## config.mk

```make
export PLATFORM = sky130hd
export DESIGN_NAME = alu_arbiter
export DESIGN_NICKNAME = d
export VERILOG_FILES = /design/src/rtl/alu_arbiter.sv
export SDC_FILE = /design/constraint.sdc
export NUM_CORES = 1
export LEC_CHECK = 0
export BUFFER_PORTS_ARGS = -buffer_cell sky130_fd_sc_hd__buf_2
export CAP_MARGIN = 20
export CORE_MARGIN = 2
export CORE_UTILIZATION = 51
export CTS_BUF_LIST = sky130_fd_sc_hd__clkbuf_8
export DETAILED_ROUTE_END_ITERATION = 8
export GPL_TIMING_DRIVEN = 0
export PLACE_DENSITY = 0.85
export SYNTH_ARGS = -nofsm -noshare
export SYNTH_HDL_FRONTEND = slang
export SYNTH_SLANG_ARGS = --single-unit
```

## constraint.sdc

```tcl
create_clock -name clk -period 3.3 [get_ports clk]
set_input_delay 0.825 -clock clk [delete_from_list [all_inputs] [get_ports clk]]
set_output_delay 0.825 -clock clk [all_outputs]
set_load 0.01 [all_outputs]
```

## src/rtl/alu_arbiter.sv

```systemverilog
// Two-port arbiter in front of the shared PDP-11 ALU: registered operand and result stages, fixed 2-cycle latency.
// Optional build macro ALU_ARB_RR_EN selects round-robin arbitration instead of fixed priority with starvation escape.
module alu_arbiter #(
    parameter int STARVE_MAX = 3
) (
    input  logic        clk,
    input  logic        reset_n,
    input  logic        x_req,
    input  logic        x_lock,
    input  logic [9:0]  x_op,
    input  logic [15:0] x_a,
    input  logic [15:0] x_b,
    input  logic [7:0]  x_ps,
    output logic        x_gnt,
    output logic        x_done,
    output logic [15:0] x_d,
    output logic [7:0]  x_psr,
    input  logic        p_req,
    input  logic [9:0]  p_op,
    input  logic [15:0] p_a,
    input  logic [15:0] p_b,
    output logic        p_gnt,
    output logic        p_done,
    output logic [15:0] p_d,
    output logic [9:0]  alu_op,
    output logic [15:0] alu_a,
    output logic [15:0] alu_b,
    output logic [7:0]  alu_ps,
    input  logic [15:0] alu_d,
    input  logic [7:0]  alu_psr
);

    localparam logic OWN_X = 1'b0;
    localparam logic OWN_P = 1'b1;

    if (STARVE_MAX < 1 || STARVE_MAX > 15) begin : g_bad_starve_max
        $error("alu_arbiter: STARVE_MAX must be in 1..15");
    end

    logic x_win;
    logic p_win;
    logic s1_valid;
    logic s1_owner;

`ifdef ALU_ARB_RR_EN
    logic last_owner;

    always_comb begin
        x_win = 1'b0;
        p_win = 1'b0;
        if (x_lock) begin
            x_win = x_req;
        end else if (x_req && p_req) begin
            x_win = (last_owner == OWN_P);
            p_win = (last_owner == OWN_X);
        end else begin
            x_win = x_req;
            p_win = p_req;
        end
    end

    // Resets to P so that X takes the first tie.
    always_ff @(posedge clk or negedge reset_n) begin
        if (!reset_n) begin
            last_owner <= OWN_P;
        end else if (x_gnt) begin
            last_owner <= OWN_X;
        end else if (p_gnt) begin
            last_owner <= OWN_P;
        end
    end
`else
    localparam logic [3:0] STARVE_LIM = 4'(STARVE_MAX);

    logic [3:0] starve_cnt;

    always_comb begin
        x_win = 1'b0;
        p_win = 1'b0;
        if (x_lock) begin
            x_win = x_req;
        end else if (p_req && (starve_cnt == STARVE_LIM)) begin
            p_win = 1'b1;
        end else if (x_req) begin
            x_win = 1'b1;
        end else begin
            p_win = p_req;
        end
    end

    // Frozen during a locked sequence so P keeps its place once the lock drops.
    always_ff @(posedge clk or negedge reset_n) begin
        if (!reset_n) begin
            starve_cnt <= 4'd0;
        end else if (x_lock) begin
            starve_cnt <= starve_cnt;
        end else if (!p_req || p_gnt) begin
            starve_cnt <= 4'd0;
        end else if (starve_cnt != STARVE_LIM) begin
            starve_cnt <= starve_cnt + 4'd1;
        end
    end
`endif

    assign x_gnt = reset_n & x_win;
    assign p_gnt = reset_n & p_win;

    always_ff @(posedge clk or negedge reset_n) begin
        if (!reset_n) begin
            s1_valid <= 1'b0;
            s1_owner <= OWN_X;
            alu_op   <= 10'h000;
            alu_a    <= 16'h0000;
            alu_b    <= 16'h0000;
            alu_ps   <= 8'h00;
        end else begin
            s1_valid <= x_gnt | p_gnt;
            if (x_gnt) begin
                s1_owner <= OWN_X;
                alu_op   <= x_op;
                alu_a    <= x_a;
                alu_b    <= x_b;
                alu_ps   <= x_ps;
            end else if (p_gnt) begin
                s1_owner <= OWN_P;
                alu_op   <= p_op;
                alu_a    <= p_a;
                alu_b    <= p_b;
                alu_ps   <= 8'h00;
            end
        end
    end

    // The done flops double as the stage-2 valid/owner; results hold between pulses.
    always_ff @(posedge clk or negedge reset_n) begin
        if (!reset_n) begin
            x_done <= 1'b0;
            p_done <= 1'b0;
            x_d    <= 16'h0000;
            x_psr  <= 8'h00;
            p_d    <= 16'h0000;
        end else begin
            x_done <= s1_valid && (s1_owner == OWN_X);
            p_done <= s1_valid && (s1_owner == OWN_P);
            if (s1_valid && (s1_owner == OWN_X)) begin
                x_d   <= alu_d;
                x_psr <= alu_psr;
            end
            if (s1_valid && (s1_owner == OWN_P)) begin
                p_d <= alu_d;
            end
        end
    end

endmodule

```

=== Word level (Yosys, flattened, before mapping) ===
Index checks and enable logic that the tools add are counted.

* Add/sub/neg operators: 1
* Equal/unequal tests: 2
* Mux-type cells: 18
* Bitwise gates (word level): 5
* Reduce and logical (&&, ||, !) cells: 8

{| class="wikitable"
|+ Operators by type and width
! kind !! number
|-
| 16-bit 2-to-1 mux || 4
|-
| 10-bit 2-to-1 mux || 2
|-
| 8-bit 2-to-1 mux || 2
|-
| 1-bit 2-to-1 mux || 8
|-
| 4-bit 2-to-1 mux || 2
|-
| 4-bit by 1-bit adder with 4-bit output, second input constant || 1
|-
| 4-bit by 2-bit == test with 1-bit output, second input constant || 1
|-
| 4-bit by 2-bit inequality test with 1-bit output, second input constant || 1
|-
| 2-bit nonzero test || 2
|-
| 1-bit logical AND || 3
|-
| 1-bit bitwise AND || 2
|-
| 1-bit NOT || 2
|-
| 2-bit AND reduction || 1
|-
| 1-bit zero test || 1
|-
| 1-bit logical OR || 1
|-
| 1-bit OR || 1
|}

* Bits in registers: 98
* Input port bits: 121
* Output and inout port bits: 94
* Logic and storage cells: 46

=== Longest topological paths before layout ===
Gate-level depths: netlist of the first run.

* Depth in word-level cells: 8
* Depth in mapped cells: 5
* Depth with buffers taken out: 4

=== Worst setup path before layout of the first run ===
OpenSTA, ideal clock, no wires.

* Kind: input port to output port
* Start point: input p_req
* End point: output x_gnt
* Arrival time: 1492 ps
* Path slack: 983 ps
* Stages: 4
* Buffers on the path: 2
* Path through: nor2b_4 > buf_6 > a21oi_4 > buf_4

* Longest elaborated chain between the ends: 4

{| class="wikitable"
|+ Ends and longest elaborated chain
! what !! RTL line !! text
|-
| start, declared || 18 || <nowiki>input logic p_req,</nowiki>
|-
| 1-bit logical AND || 82 || <nowiki>end else if (p_req && (starve_cnt == STARVE_LIM)) begin</nowiki>
|-
| 1-bit 2-to-1 mux || 82 ||
|-
| 1-bit 2-to-1 mux || 80 || <nowiki>if (x_lock) begin</nowiki>
|-
| 1-bit bitwise AND || 105 || <nowiki>assign x_gnt = reset_n & x_win;</nowiki>
|-
| end, declared || 14 || <nowiki>output logic x_gnt,</nowiki>
|}

No other way between the ends.

=== Final worst setup path of the first run ===
* Start point: input reset_n
* End point: output p_gnt

* Longest elaborated chain between the ends: 1

{| class="wikitable"
|+ Ends and longest elaborated chain
! what !! RTL line !! text
|-
| start, declared || 7 || <nowiki>input logic reset_n,</nowiki>
|-
| 1-bit bitwise AND || 106 || <nowiki>assign p_gnt = reset_n & p_win;</nowiki>
|-
| end, declared || 22 || <nowiki>output logic p_gnt,</nowiki>
|}

No other way between the ends.

==> metrics.txt, run 1 <==
Power Density=539 nW/um2; Final min period=3070 ps; Synth-to-Final Area Change=33.7%; Critical path origin=reset_n; worst path arrival time=between 2000 and 2500 ps; unrepaired setup endpoints after global routing=false; Setup crit start kind=input port; Synth Instances=about 370; worst r2r path cells=5; R2R Setup Slk=1470 ps; DR vias/cell=a little over 5; synth unique cells=25; GP Congestion=0.782; Vias=3568; RR Endpoint=alu_op[2]; chip height=95.3 um; Num Clock Sinks=a little under 100; clock root cell=clkbuf_8; Post-CTS Resized=0; CTS Hold Buffers Added=0; leakage=between 3 and 4 nW; synthesized cell area=4260 um2; Worst path slowest cell=buf_4; Setup CP Type=input port to output pin; H-Tree Depth=3; largest net degree at the start of global routing=55; GR Util All Layers=0.240; Setup Fix Bufs, Post-CTS=0; yosys warns=0; worst-path cell chain=buf_4 > nand3b_1 > a21oi_4 > buf_6 > buf_2; Core ar.=8130 um2; Layout fillers=roughly 650; Routed WL=~11000 um; Placed Area=5490 um2; total gr overflow=0; Non-Filler Instances=around 700; CTS buffer count=9; Worst Max-Slew Pin Slew=658 ps; CTS tree=done; CTS max path bufs=2; die area=~9000 um2; maximum clock rate=0.325 GHz; DRC violations left=0; sequential area share after synthesis=0.576; relative slew slack=0.561; max-cap check violation count=0; final instance area=about 5700 um2; fin. max-slew vios=0; synthesized area per cell=11.6 um2; antenna violations before repair=0; worst-skew pair later-pin latency=about 350 ps; CP top delay family=buffers and inverters; first drt pass iteration count=7; hpwl dp=8220 um; PortBufs=214; Worst Skew=7.42 ps; initial cell density of the core=0.523; first-pass GRT wire length=17000 um; placed cells=between 600 and 700; area of the multi-input gates=around 1100 um2; vias in the first global route=3537; DRT antenna net count=0; Reg-to-Reg Start=starve_cnt[0]; Req. time, crit path=2470 ps; fraction of final layout cells sized beyond drive strength 1=0.495; worst min-delay path category=input port to asynchronous set/reset pin; nets=715; Max stage delay on crit path=a little over 500 ps; setup violators final=0; nature of the critical path endpoint=output pin; Storage cell area=2450 um2; final core occ=0.699; Worst-path clk slew=110 ps; I/O Pins=215; wire length per cell=15.2 um; worst path buffer plus inverter count=3; diode count=0; num rows=33; CP Max Fanout=51; syn nets=about 500; Die Width=approximately 95 um; status=completed; initial drt markers=approximately 270; post-synthesis register bit count=slightly below 100; VDD IR max=0.271 mV; post-route clock period utilization=0.931; Final Hold Fails=0
==> cell usage in the layout, fill, tap and decap left out <==
master,n
a21oi_1,1
a21oi_4,2
a222oi_1,42
a22o_1,8
a31oi_1,3
and3_1,1
buf_16,1
buf_2,222
buf_4,2
buf_6,9
clkbuf_8,10
clkinv_4,4
clkinv_8,1
dfrtp_1,98
ha_1,1
inv_1,133
inv_8,1
mux2_2,40
mux2i_1,2
nand2_1,3
nand2b_1,1
nand3_1,4
nand3b_1,1
nor2_1,1
nor2b_1,1
nor2b_4,1
nor3b_2,1
o21ai_2,1
o22ai_1,2
or3b_4,1
==> metrics by stage <==
stage          setup TNS (ps)  power [mW]  hold slack, ps  setup WS, ps
2_1_floorplan               0        1.94             485           983
3_3_place_gp           -20140        2.30             480         -1100
3_5_place_dp                0        2.35             476           181
4_1_cts                     0        3.10             495           182
5_1_grt                     0        3.25             519          69.6
6_report                    0        3.07             481           226
==> synthesized netlist by cell type <==
| master | n | share of area |
|---|---|---|
| a21oi_1 | 1 | 0.0012 |
| a222oi_1 | 42 | 0.099 |
| a21oi_4 | 2 | 0.0076 |
| mux2_2 | 40 | 0.11 |
| buf_2 | 9 | 0.011 |
| nor2_1 | 1 | 0.00088 |
| dfrtp_1 | 98 | 0.58 |
| or3b_4 | 1 | 0.0026 |
| o22ai_1 | 2 | 0.0029 |
| ha_1 | 1 | 0.0029 |
| a22o_1 | 8 | 0.016 |
| nand3_1 | 4 | 0.0047 |
| buf_4 | 1 | 0.0018 |
| nor2b_4 | 1 | 0.0032 |
| nor2b_1 | 1 | 0.0015 |
| and3_1 | 1 | 0.0015 |
| inv_1 | 133 | 0.12 |
| buf_6 | 9 | 0.024 |
| mux2i_1 | 2 | 0.0047 |
| nor3b_2 | 1 | 0.0029 |
| nand2b_1 | 1 | 0.0015 |
| nand3b_1 | 1 | 0.0018 |
| o21ai_2 | 1 | 0.0021 |
| nand2_1 | 3 | 0.0026 |
| a31oi_1 | 3 | 0.0044 |
==> worst register-to-register path: stages (launching register included) <==
cell and delay, ps:
dfrtp_1 410, ha_1 240, or3b_4 420, a21oi_4 320, buf_6 220, a222oi_1 80
==> sequential cells by signal, summed over array words and instances (netlist names) <==
register,count
alu_a,16
alu_b,16
p_d,16
x_d,16
alu_op,10
alu_ps,8
x_psr,8
starve_cnt,4
p_done,1
s1_owner,1
s1_valid,1
x_done,1
==> report_power, final <==
part,internal [mW],switching [mW],leakage (nW),total [mW]
clock network,0.312,0.442,0.101,0.754
logic,0.395,0.393,2.04,0.788
registers,1.42,0.109,1.13,1.53
total,2.12,0.944,3.27,3.07
==> worst max path at each step <==
stage | slack (ps) | cells after the start | to
global route | 70 | 5 | x_gnt
finish | 230 | 5 | p_gnt
detailed placement | 180 | 5 | x_gnt
global placement | -1100 | 5 | x_gnt
floorplan | 980 | 4 | x_gnt
CTS | 180 | 5 | x_gnt
==> area by class of cell <==
class	count	share of cell area
Sequential cell	98	0.431
Clock inverter	6	0.0110
Inverter	133	0.0878
Timing Repair Buffer	215	0.194
Tap cell	105	0.0231
Buffer	19	0.0271
Multi-Input combinational cell	117	0.202
Clock buffer	10	0.0242
==> kinds of logic (layout without fill, tap and decap cells) <==
group	count (synthesis)	in the layout	synth area share
muxes	42	42	0.111
AOI/OAI and AO/OA	59	59	0.133
and+or+nand+nor	15	15	0.0232
buffers and inverters	152	383	0.153
adders and majority gates	1	1	0.00294
DFF	98	98	0.576
==> metal layers <==
metal	up-vias	global-route usage	routed length, um	share of wire
li1	1671	-	-	-
met1	1705	0.298	4290	0.40
met2	167	0.408	5330	0.50
met3	25	0.0522	841	0.079
met4	0	0.0918	238	0.022
met5	-	0	0	0
Note: power is estimated with default switching activity, not from simulation.
==> run 2, diff against run 1 <==
--- a/config.mk
+++ b/config.mk
@@ -5,14 +5,15 @@
 export SDC_FILE = /design/constraint.sdc
 export NUM_CORES = 1
 export LEC_CHECK = 0
+export ABC_AREA = 1
 export BUFFER_PORTS_ARGS = -buffer_cell sky130_fd_sc_hd__buf_2
 export CAP_MARGIN = 20
 export CORE_MARGIN = 2
-export CORE_UTILIZATION = 51
+export CORE_UTILIZATION = 50
 export CTS_BUF_LIST = sky130_fd_sc_hd__clkbuf_8
 export DETAILED_ROUTE_END_ITERATION = 8
 export GPL_TIMING_DRIVEN = 0
-export PLACE_DENSITY = 0.85
+export PLACE_DENSITY = 0.84
 export SYNTH_ARGS = -nofsm -noshare
 export SYNTH_HDL_FRONTEND = slang
 export SYNTH_SLANG_ARGS = --single-unit
==> metrics.txt, run 2 <==
Synth-to-Final Area Change=35.3%; Placed Area=~5300 um2; Worst Skew=13.0 ps; die area=~9000 um2; Top cell by count, worst path=buf_2; placed cells=785; maximum clock rate=0.327 GHz; post-synthesis register bit count=98; Die Width=94.6 um; Non-Filler Instances=801; CP top delay family=buffers and inverters; diode count=0; vias in the first global route=about 4000; GP Congestion=0.825; DRT antenna net count=0; post-route clock period utilization=0.926; Synth Instances=around 470; antenna violations before repair=0; H-Tree Depth=3; Synth top area share=0.597; initial cell density of the core=0.507; Worst-path clk slew=100 ps; relative slew slack=0.525; Req. time, crit path=between 2000 and 2500 ps; wire length per cell=about 15 um; crit path to=x_gnt; status=completed; most frequent cell after synthesis=nand2_1; DRC violations left=0; Layout fillers=653; worst-skew pair later-pin latency=350 ps; Core ar.=8090 um2; synth unique cells=18; syn nets=roughly 600; compound-gate portion of the synthesized area=0.0463; setup violators final=0; CTS tree=done; Max stage delay on crit path=roughly 540 ps; Power Density=576 nW/um2; commonest non-fill, non-tap cells in the layout=223 x buf_2, 168 x nand2_1, 98 x nand3_1, 98 x dfrtp_1, 37 x o21ai_0; Post-synth EDFFs=0; WL met3=between 900 and 1000 um; async set-reset flop share out of synthesis=1.00; I/O Pins=215; worst min-delay path category=flop to flop; fraction of final layout cells sized beyond drive strength 1=0.369; Post-CTS Resized=0; uppermost layer routed=met4; wl on met1=around 4500 um; PnR Total Power=3.20 mW; synthesized cell area=4110 um2; worst r2r path cells=7; PortBufs=~210; first drt pass iteration count=4; main flop type after synthesis=dfrtp_1; commonest non-fill, non-tap cell in the layout=buf_2; GR Util All Layers=0.261; num rows=33; max-cap check violation count=0; Vias=4105; worst path arrival time=2230 ps; Setup crit start kind=input port; Setup Fix Bufs, Post-CTS=0; CP Max Fanout=57; RR Endpoint=alu_a[11]; CTS max path bufs=2; Final WS setup=245 ps; nature of the critical path endpoint=output pin; hold depth=2; mux cell area share after synthesis=0; Post-synth top cells=168 x nand2_1, 98 x dfrtp_1, 98 x nand3_1; Final min period=3060 ps; total gr overflow=0; Synth Area in Adders=0.00305; critical path depth=7; Final TNS setup=0 ps; Worst path slowest cell=buf_4; chip height=94.6 um; worst-path cell chain=buf_4 > nand2_1 > inv_1 > nand2_2 > inv_2 > buf_2 > buf_2; R2R Setup Slk=about 1700 ps; Setup CP Type=input port to output pin; Routed WL=approximately 12000 um; yosys warns=0; DR vias/cell=5.12; xor and xnor area share after synthesis=0.00213; leakage=roughly 3.1 nW; Reg-to-Reg Start=starve_cnt[0]; Final Hold Fails=0; unrepaired setup endpoints after global routing=false; nets=813; metal2 WL=5900 um; first-pass GRT wire length=roughly 18000 um; area leader, netlist=dfrtp_1; sequential area share after synthesis=0.597; worst path buffer plus inverter count=5; synthesized area per cell=8.83 um2; largest net degree at the start of global routing=58; fin. max-slew vios=0; Num Clock Sinks=98; VDD IR max=0.274 mV; post-synthesis simple-gate area fraction=0.284; CTS buffer count=9; final instance area=5560 um2; clock root cell=clkbuf_8; initial drt markers=134; Synth area leaders=dfrtp_1 60%, nand2_1 15%, nand3_1 12%; CTS Hold Buffers Added=0; largest family of logic cells by synthesized area=simple AND/OR/NAND/NOR gates; hpwl dp=9090 um; Place WS=193 ps; Worst Max-Slew Pin Slew=713 ps; Critical path origin=reset_n
run 2: cell count changes in the layout (fill, tap and decap cells not counted), sizes merged, moves of 3 or more:
cell,before,now
inv,134,29
a222oi,42,0
a21oi,3,0
mux2,40,0
clkinv,5,0
a22o,8,0
nand3,4,98
nand2,3,170
a31oi,3,0
o21ai,1,38
clkinvlp,0,3
clkbuf,10,16
run 2: report_power, final:
part           switching [mW]  total (mW)  internal, mW
Combinational           0.440       0.772         0.332
Sequential              0.132        1.57          1.43
Clock                   0.428       0.861         0.432
run 2: routing by layer:
| metal | vias to the layer above | GRT usage |
|---|---|---|
| li1 | 1947 | - |
| met3 | 26 | 0.0591 |
| met4 | 0 | 0.105 |
| met1 | 1925 | 0.316 |
| met5 | - | 0 |
| met2 | 207 | 0.449 |
run 2: logic make-up after synthesis:
| family | Yosys count |
|---|---|
| flops | 98 |
| xor+xnor | 1 |
| simple gates | 273 |
| fa+ha+maj | 1 |
| buf+inv | 54 |
| compound gates | 38 |
run 2: area by class of cell:
| cell class | count | area [um2] | share of cell area |
|---|---|---|---|
| Sequential cell | 98 | 2450 | 0.441 |
| Multi-Input combinational cell | 313 | 1380 | 0.248 |
| Timing Repair Buffer | 215 | 1090 | 0.197 |
| Buffer | 27 | 174 | 0.0313 |
| Tap cell | 105 | 131 | 0.0236 |
| Clock buffer | 9 | 124 | 0.0223 |
| Inverter | 27 | 101 | 0.0182 |
| Clock inverter | 7 | 100 | 0.0180 |
run 2: how the worst min path moves through the flow:
stage	slack [ps]	to	startpoint
CTS	490	x_psr[2]	x_psr[2]
global placement	450	x_psr[6]	x_psr[6]
floorplan	500	x_done	s1_owner
detailed placement	460	x_psr[2]	x_psr[2]
global route	510	x_psr[2]	x_psr[2]
finish	480	x_psr[2]	x_psr[2]
run 2: worst register-to-register path, cell delays in order (launching register included):
cell and delay [ps]:
dfrtp_1 430, ha_1 260, nand4_1 110, nand2_2 120, inv_2 140, buf_2 270
nand2_1 100, nand3_1 100
run 2: stage by stage:
step / hold slack (ps) / util
2_1_floorplan: 498 / -
3_3_place_gp: 453 / 0.656
3_5_place_dp: 462 / 0.659
4_1_cts: 487 / 0.686
5_1_grt: 508 / 0.686
6_report: 483 / 0.686
